<file path="src/rtl/cpu_pkg.sv">
// Shared definitions for the LEGv8 data-memory path: FSM encoding, word width,
// error causes and the request classifier used at acceptance.
package cpu_pkg;

  localparam int WORD_W = 32;

  typedef enum logic [1:0] {
    IDLE = 2'd0,
    BUSY = 2'd1,
    DONE = 2'd2
  } state_e;

  typedef enum logic [1:0] {
    ERR_NONE     = 2'd0,
    ERR_ALIGN    = 2'd1,
    ERR_RANGE    = 2'd2,
    ERR_CONFLICT = 2'd3
  } err_cause_e;

  // Full 30-bit word-index compare so high address bits can never alias into range.
  function automatic err_cause_e classify(input logic        rd,
                                          input logic        wr,
                                          input logic [31:0] addr,
                                          input logic [31:0] depth);
    if (addr[1:0] != 2'b00) return ERR_ALIGN;
    if ({2'b00, addr[31:2]} >= depth) return ERR_RANGE;
    if (rd && wr) return ERR_CONFLICT;
    return ERR_NONE;
  endfunction

endpackage

</file>
<file path="src/rtl/dmem_array.sv">
// Word array: synchronous write, combinational read, synchronous clear of every word.
// Clear has priority over a write on the same edge.
module dmem_array
  import cpu_pkg::*;
#(
  parameter int DEPTH = 64,
  parameter int AW    = 6
) (
  input  logic              clock,
  input  logic              clear_i,
  input  logic              we_i,
  input  logic [AW-1:0]     waddr_i,
  input  logic [WORD_W-1:0] wdata_i,
  input  logic [AW-1:0]     raddr_i,
  output logic [WORD_W-1:0] rdata_o,
  output logic [3:0]        led_o
);

  logic [WORD_W-1:0] mem_q [DEPTH];

  always_ff @(posedge clock) begin
    if (clear_i) begin
      for (int i = 0; i < DEPTH; i++) begin
        mem_q[i] <= '0;
      end
    end else if (we_i) begin
      mem_q[waddr_i] <= wdata_i;
    end
  end

  assign rdata_o = mem_q[raddr_i];
  assign led_o   = mem_q[0][3:0];

endmodule

</file>
<file path="src/rtl/dmem_responder.sv">
// Multi-cycle LEGv8 data-memory responder: IDLE/BUSY/DONE FSM, one-cycle ready pulse, error flag.
// Optional load/store completion counters are built when DMEM_STATS_EN is defined.
module dmem_responder
  import cpu_pkg::*;
#(
  parameter int DEPTH   = 64,
  parameter int LATENCY = 2,
  parameter int AW      = 6
) (
  input  logic              clock,
  input  logic              reset,
  input  logic              memRead,
  input  logic              memWrite,
  input  logic [31:0]       addr,
  input  logic [31:0]       wdata,
  output logic [31:0]       rdata,
  output logic              ready,
  output logic              err,
  output logic [3:0]        mLED,
  output logic [15:0]       rdCount,
  output logic [15:0]       wrCount
);

  state_e            state_q, state_d;
  logic [3:0]        cnt_q, cnt_d;
  logic [AW-1:0]     idx_q, idx_d;
  logic [WORD_W-1:0] wdata_q, wdata_d;
  logic              wr_q, wr_d;
  err_cause_e        cause_q, cause_d;
  logic [3:0]        mled_q;

  logic [WORD_W-1:0] arr_rdata;
  logic [3:0]        arr_led;
  logic              done;
  logic              ok;
  logic              commit;

  always_ff @(posedge clock) begin
    if (reset) begin
      state_q <= IDLE;
      cnt_q   <= '0;
      idx_q   <= '0;
      wdata_q <= '0;
      wr_q    <= 1'b0;
      cause_q <= ERR_NONE;
      mled_q  <= '0;
    end else begin
      state_q <= state_d;
      cnt_q   <= cnt_d;
      idx_q   <= idx_d;
      wdata_q <= wdata_d;
      wr_q    <= wr_d;
      cause_q <= cause_d;
      mled_q  <= arr_led;
    end
  end

  // cnt_q holds the BUSY cycles still to run; the last one hands over to DONE.
  always_comb begin
    state_d = state_q;
    cnt_d   = cnt_q;
    idx_d   = idx_q;
    wdata_d = wdata_q;
    wr_d    = wr_q;
    cause_d = cause_q;
    case (state_q)
      IDLE: begin
        if (memRead || memWrite) begin
          idx_d   = addr[AW+1:2];
          wdata_d = wdata;
          wr_d    = memWrite;
          cause_d = classify(memRead, memWrite, addr, 32'(DEPTH));
          cnt_d   = 4'(LATENCY - 1);
          state_d = (LATENCY == 1) ? DONE : BUSY;
        end
      end
      BUSY: begin
        cnt_d = cnt_q - 4'd1;
        if (cnt_q == 4'd1) state_d = DONE;
      end
      DONE:    state_d = IDLE;
      default: state_d = IDLE;
    endcase
  end

  assign done   = (state_q == DONE);
  assign ok     = (cause_q == ERR_NONE);
  assign commit = done && ok && wr_q;

  dmem_array #(
    .DEPTH (DEPTH),
    .AW    (AW)
  ) u_array (
    .clock   (clock),
    .clear_i (reset),
    .we_i    (commit),
    .waddr_i (idx_q),
    .wdata_i (wdata_q),
    .raddr_i (idx_q),
    .rdata_o (arr_rdata),
    .led_o   (arr_led)
  );

  assign ready = done;
  assign err   = done && !ok;
  assign rdata = (done && ok) ? arr_rdata : '0;
  assign mLED  = mled_q;

`ifdef DMEM_STATS_EN
  logic [15:0] rd_cnt_q;
  logic [15:0] wr_cnt_q;

  always_ff @(posedge clock) begin
    if (reset) begin
      rd_cnt_q <= '0;
      wr_cnt_q <= '0;
    end else if (done && ok) begin
      if (wr_q) wr_cnt_q <= wr_cnt_q + 16'd1;
      else      rd_cnt_q <= rd_cnt_q + 16'd1;
    end
  end

  assign rdCount = rd_cnt_q;
  assign wrCount = wr_cnt_q;
`else
  assign rdCount = '0;
  assign wrCount = '0;
`endif

endmodule

</file>
<file path="config.mk">
export PLATFORM = sky130hd
export DESIGN_NAME = dmem_responder
export DESIGN_NICKNAME = d
export VERILOG_FILES = /design/src/rtl/cpu_pkg.sv /design/src/rtl/dmem_array.sv /design/src/rtl/dmem_responder.sv
export SDC_FILE = /design/constraint.sdc
export NUM_CORES = 2
export LEC_CHECK = 0
export ABC_AREA = 1
export CAP_MARGIN = 25
export CELL_PAD_IN_SITES_DETAIL_PLACEMENT = 0
export CELL_PAD_IN_SITES_GLOBAL_PLACEMENT = 2
export CORE_AREA = 2 2 563 565
export DETAILED_ROUTE_END_ITERATION = 8
export DIE_AREA = 0 0 565 567
export PLACE_DENSITY_LB_ADDON = 0.1
export SLEW_MARGIN = 0
export SYNTH_ARGS = -nofsm -noshare
export SYNTH_HDL_FRONTEND = slang
export SYNTH_SLANG_ARGS = --single-unit
</file>
<file path="constraint.sdc">
create_clock -name clock -period 3.3 [get_ports clock]
set_input_delay 0.33 -clock clock [delete_from_list [all_inputs] [get_ports clock]]
set_output_delay 0.33 -clock clock [all_outputs]
set_load 0.05 [all_outputs]
</file>
; ---- Yosys cells after proc, flatten, opt, wreduce, memory -nomap -nowiden
; Memories as Yosys holds them, arrays and structs flattened. A register that Yosys moved wholly into a read port is not among the register bits.
; Cells that the tools add are included.
; Widths: inputs -> output; s select.
[word_totals]
register_bits = 47
ramBits = 2048
output_inout_bits = 70
n_memories = 1
[mem_list]
columns = memory, depth, width, rd, rd_ports_with_merged_regs, wr, line
row1 = u_array.mem_q, 64, 32, 2, 2, 64, dmem_array.sv:19  ; logic [WORD_W-1:0] mem_q [DEPTH];
[op_classes]
order_cmp = 1
n_addsub = 1
n_eq_ne = 5
n_reduce_logical = 14
n_mux = 34
[ops]
columns = op, count
row1 = $mux 32, 2
row2 = $reduce_or 32->1, 1
row3 = $ge 30x7->1 const B, 1
row4 = $mux 1, 18
row5 = $mux 6, 3
row6 = $mux 2, 8
row7 = $pmux 4 s2, 1
row8 = $reduce_and 2->1, 3
row9 = $eq 4x1->1 const B, 1
row10 = $logic_and 1x1->1, 4
row11 = $logic_not 2->1, 2
row12 = $mux 4, 1
row13 = $ne 2x2->1 const B, 2
row14 = $pmux 2 s2, 1
row15 = $reduce_bool 2->1, 2
row16 = $sub 4x1->4 const B, 1
row17 = $eq 2x1->1 const B, 1
row18 = $eq 2x2->1 const B, 1
row19 = $logic_not 1->1, 1
row20 = $logic_or 1x1->1, 1

; ---- Longest topological paths before layout
[logic_depth]
word_depth = 14
ltp_mapped = 14
depth_no_buf = 11

; ---- Cells and area by module
; A second synthesis with hierarchy kept.
[hier_totals]
hier_cells = 9632
hier_area_um2 = 94262.9
[modules_own_cells]
columns = mod, n_inst, cells_each, area_per_inst_um2
row1 = dmem_array, 1, 9276, 91798.0
row2 = dmem_responder, 1, 356, 2464.9

; ---- Worst setup path after synthesis
; No wires, ideal clock.
[synth_path]
path_kind = register -> register
from = register state_q[1]
to = memory u_array.mem_q[12][0] (enable)
setup_ns = 0.389
n_path_buf = 2
slack_ns = -0.093
stages_incl_launch_ff = 11
t_arrival_ns = 3.003
t_required_ns = 2.911
synth_period_minus_slack_ns = 3.393
path_cell_list = dfxtp_1 > inv_1 > nor2_1 > inv_2 > nor3_2 > nand3_2 > buf_4 > nor4_2 > nand2_1 > buf_2 > nand2_1
[synth_rtl]
columns = element, line
row1 = start: declaration, dmem_responder.sv:24  ; state_e state_q, state_d;
row2 = start signal: assignment, dmem_responder.sv:48  ; state_q <= state_d;
row3 = end: declaration, dmem_array.sv:19

==> impl_metrics.env <==
export IMPL_die_area_um2=320400
export IMPL_grt_max_degree=108
export IMPL_synth_cell_type_count=29
export IMPL_die_h_um=567
export IMPL_insertion_delay_ps=880
export IMPL_setup_slack_ps=-558.0
export IMPL_synth_flop_cell="edfxtp_1"
export IMPL_antenna_found_initial=28
export IMPL_hold_viol_final=0
export IMPL_h_tree_depth=5
export IMPL_regArea_um2=62660
export IMPL_critical_path_class="register to primary output"
export IMPL_die_w_um=565
export IMPL_tightest_slew_ps=1132
export IMPL_grt_pass1_vias=69560
export IMPL_synth_top_cell_by_area="edfxtp_1"
export IMPL_avgSynthCellArea_um2=9.759
export IMPL_leakage_uw=0.04273
export IMPL_cp_required_ps=2970
export IMPL_cts_buffers=265
export IMPL_cts_root_buf="clkbuf_16"
export IMPL_cts_tree="done"
export IMPL_yosysWarnings=0
export IMPL_ys_seq_elements=2105
export IMPL_mostFrequentLayoutCells="2234 x nand2_1, 2148 x nor2_1, 2048 x edfxtp_1, 1633 x nand3_1, 412 x buf_4"
export IMPL_drv_cap=0
export IMPL_postCtsHoldBufs=0
export IMPL_cp_max_fo=16
export IMPL_synth_cell_area_um2=93890
export IMPL_status="finished with violations"
export IMPL_num_fill_cells=31150
export IMPL_core_area_um2=313900
export IMPL_synth_edf_count=2048
export IMPL_post_drt_wl_per_cell_um=29.39
export IMPL_nets=9900
export IMPL_ios=138
export IMPL_period_needed_ps=3858
export IMPL_io_buffers=105
export IMPL_multi_input_area_um2=28850
export IMPL_synthCells=9621
export IMPL_maxSlewHeadroom_pct=24.46
export IMPL_arrival_ps=3530
export IMPL_dpl_cell_count=13620
export IMPL_final_common_cell="nand2_1"
export IMPL_powerDensity_nw_per_um2=620.4
export IMPL_grt_use_total_pct=25.08
export IMPL_clkSinkCount=2105
export IMPL_clk_path_buf_depth=4
export IMPL_hold_class="input port to register"
export IMPL_violations="setup timing"
export IMPL_finalSetupTns_ps=-15400
export IMPL_grt_pass1_wl_mm=566.9
export IMPL_rsz0062_at_grt="yes"
export IMPL_reg2regPathDepth=10
export IMPL_min_period_over_period_pct=116.9
export IMPL_async_flop_share_pct=0
export IMPL_fmax_mhz=259.2
export IMPL_vias=72640
export IMPL_overflow=0
export IMPL_vdd_ir_drop_max_v=0.0003724
export IMPL_drc_errors=0
export IMPL_first_iter_violations=7774
export IMPL_instances_no_fill=14190
export IMPL_synth_seq_area_share_pct=66.71
export IMPL_routabilityCongestion=0.8271
export IMPL_critPathCaptureType="primary output"
export IMPL_synth_area_top_cells="edfxtp_1 65%, nand3_1 9.5%, nand2_1 9.4%"
export IMPL_avgViaCountPerCell=5.118
export IMPL_fin_skew_ps=37.16
export IMPL_start_kind="register"
export IMPL_rows=206
export IMPL_routed_wl_mm=417.1
export IMPL_slew_violations=0
export IMPL_dp_hpwl_mm=244.8
export IMPL_syn_to_final_growth_pct=23.47
export IMPL_reg2reg_setup_slack_ps=400
export IMPL_yosysTopAreaCellShare_pct=65.50
export IMPL_start_util_pct=29.91
export IMPL_first_pass_iters=7
export IMPL_antenna_left=0
export IMPL_drive_gt1_share_pct=14.82
export IMPL_clk_pin_slew_ps=60
export IMPL_finalSetupViolations=32
export IMPL_hold_depth=3
## metal layers
layer / GRT usage, % / up-vias / wire length (um)
met1: 35.19 / 37070 / 184200
met4: 6.310 / 0 / 11290
met2: 40.78 / 2425 / 196500
met3: 3.260 / 389 / 25170
met5: 0 / - / 0
li1: - / 32760 / -
## cell type report
cell class / instances / area share, %
timing repair buffer: 830 / 9.382
sequential: 2105 / 54.05
clock inverter: 103 / 0.6422
clock buffer: 347 / 6.190
tap: 4160 / 4.490
inverter: 62 / 0.2925
multi-input combinational: 6563 / 24.88
antenna: 19 / 0.04101
timing repair inverter: 3 / 0.02914
## power breakdown
group	internal [uW]	switching, uW	total, uW
sequential	30200	314	30500
combinational	4010	9860	13900
clock	15800	11800	27600
## Yosys cell counts (19+ instances only)
master	n
inv_1	55
o22ai_1	19
edfxtp_1	2048
o21ai_0	82
buf_1	63
nand2_1	2354
nor2_1	2178
dfxtp_1	57
buf_4	33
nand3_1	1780
a21oi_1	75
buf_2	150
clkbuf_1	676
## worst paths after layout
path	endpoint	from
worst max-delay path	rdata[14]	register
worst min-delay path	wdata_q[25]$_SDFFE_PP0P_	wdata[25]
worst max register to register	u_array.mem_q[8][28]$_SDFFCE_PN0P_	state_q[1]$_SDFFE_PP0P_
worst min register to register	wdata_q[25]$_SDFFE_PP0P_	wdata_q[25]$_SDFFE_PP0P_
## critical path: stages (launching register included)
cell	delay [ps]
dfxtp_4	450
inv_16	90
buf_16	260
buf_16	190
buf_4	160
nand3_1	100
nand3_1	110
nand2_2	160
nand2_1	80
nand2_1	100
nand2_1	110
nand3_1	100
nand2_1	90
nor2_4	210
buf_6	130
buf_12	130
## cells by family (layout without fill, tap and decap cells)
logic type	Yosys count	in the layout	share of synthesized area (%)
flops	2105	2105	66.71
buf+inv	984	1345	4.266
simple gates	6347	6347	27.98
other cells	1	51	0.003994
compound gates	182	182	1.006
fa+ha+maj	2	2	0.02665
## state kept, by name (all words and copies together) (netlist names), named ones only
| name | flops |
|---|---|
| idx_q | 6 |
| cause_q | 2 |
| wdata_q | 32 |
| state_q | 2 |
| cnt_q | 4 |
| u_array.mem_q | 2048 |
| wr_q | 1 |
| mLED | 4 |
## per-stage QoR
stage,hold slack (ps),instance area [um^2],setup slack (ps),total power [uW],util (%)
after CTS,27.31,114200,-668.1,71860,36.38
after detailed placement,433.5,104100,-240.7,43280,33.17
after global placement,428.1,104100,-256.8,43290,33.16
after global routing,122.9,115900,-578.3,74140,36.93
final,96.36,115900,-558.0,71930,36.93
after floorplan,433.5,94130,30.71,36350,-
## what timing repair did
| item | CTS | global route |
|---|---|---|
| setup endpoints to repair | 32 | 32 |
| cloned | 29 | 28 |
| pin swaps | 10 | 22 |
| buffers inserted | 24 | 20 |
| resized for setup | 232 | 189 |
| hold endpoints to repair | 0 | 0 |
Power figures use the tool's default switching activity.
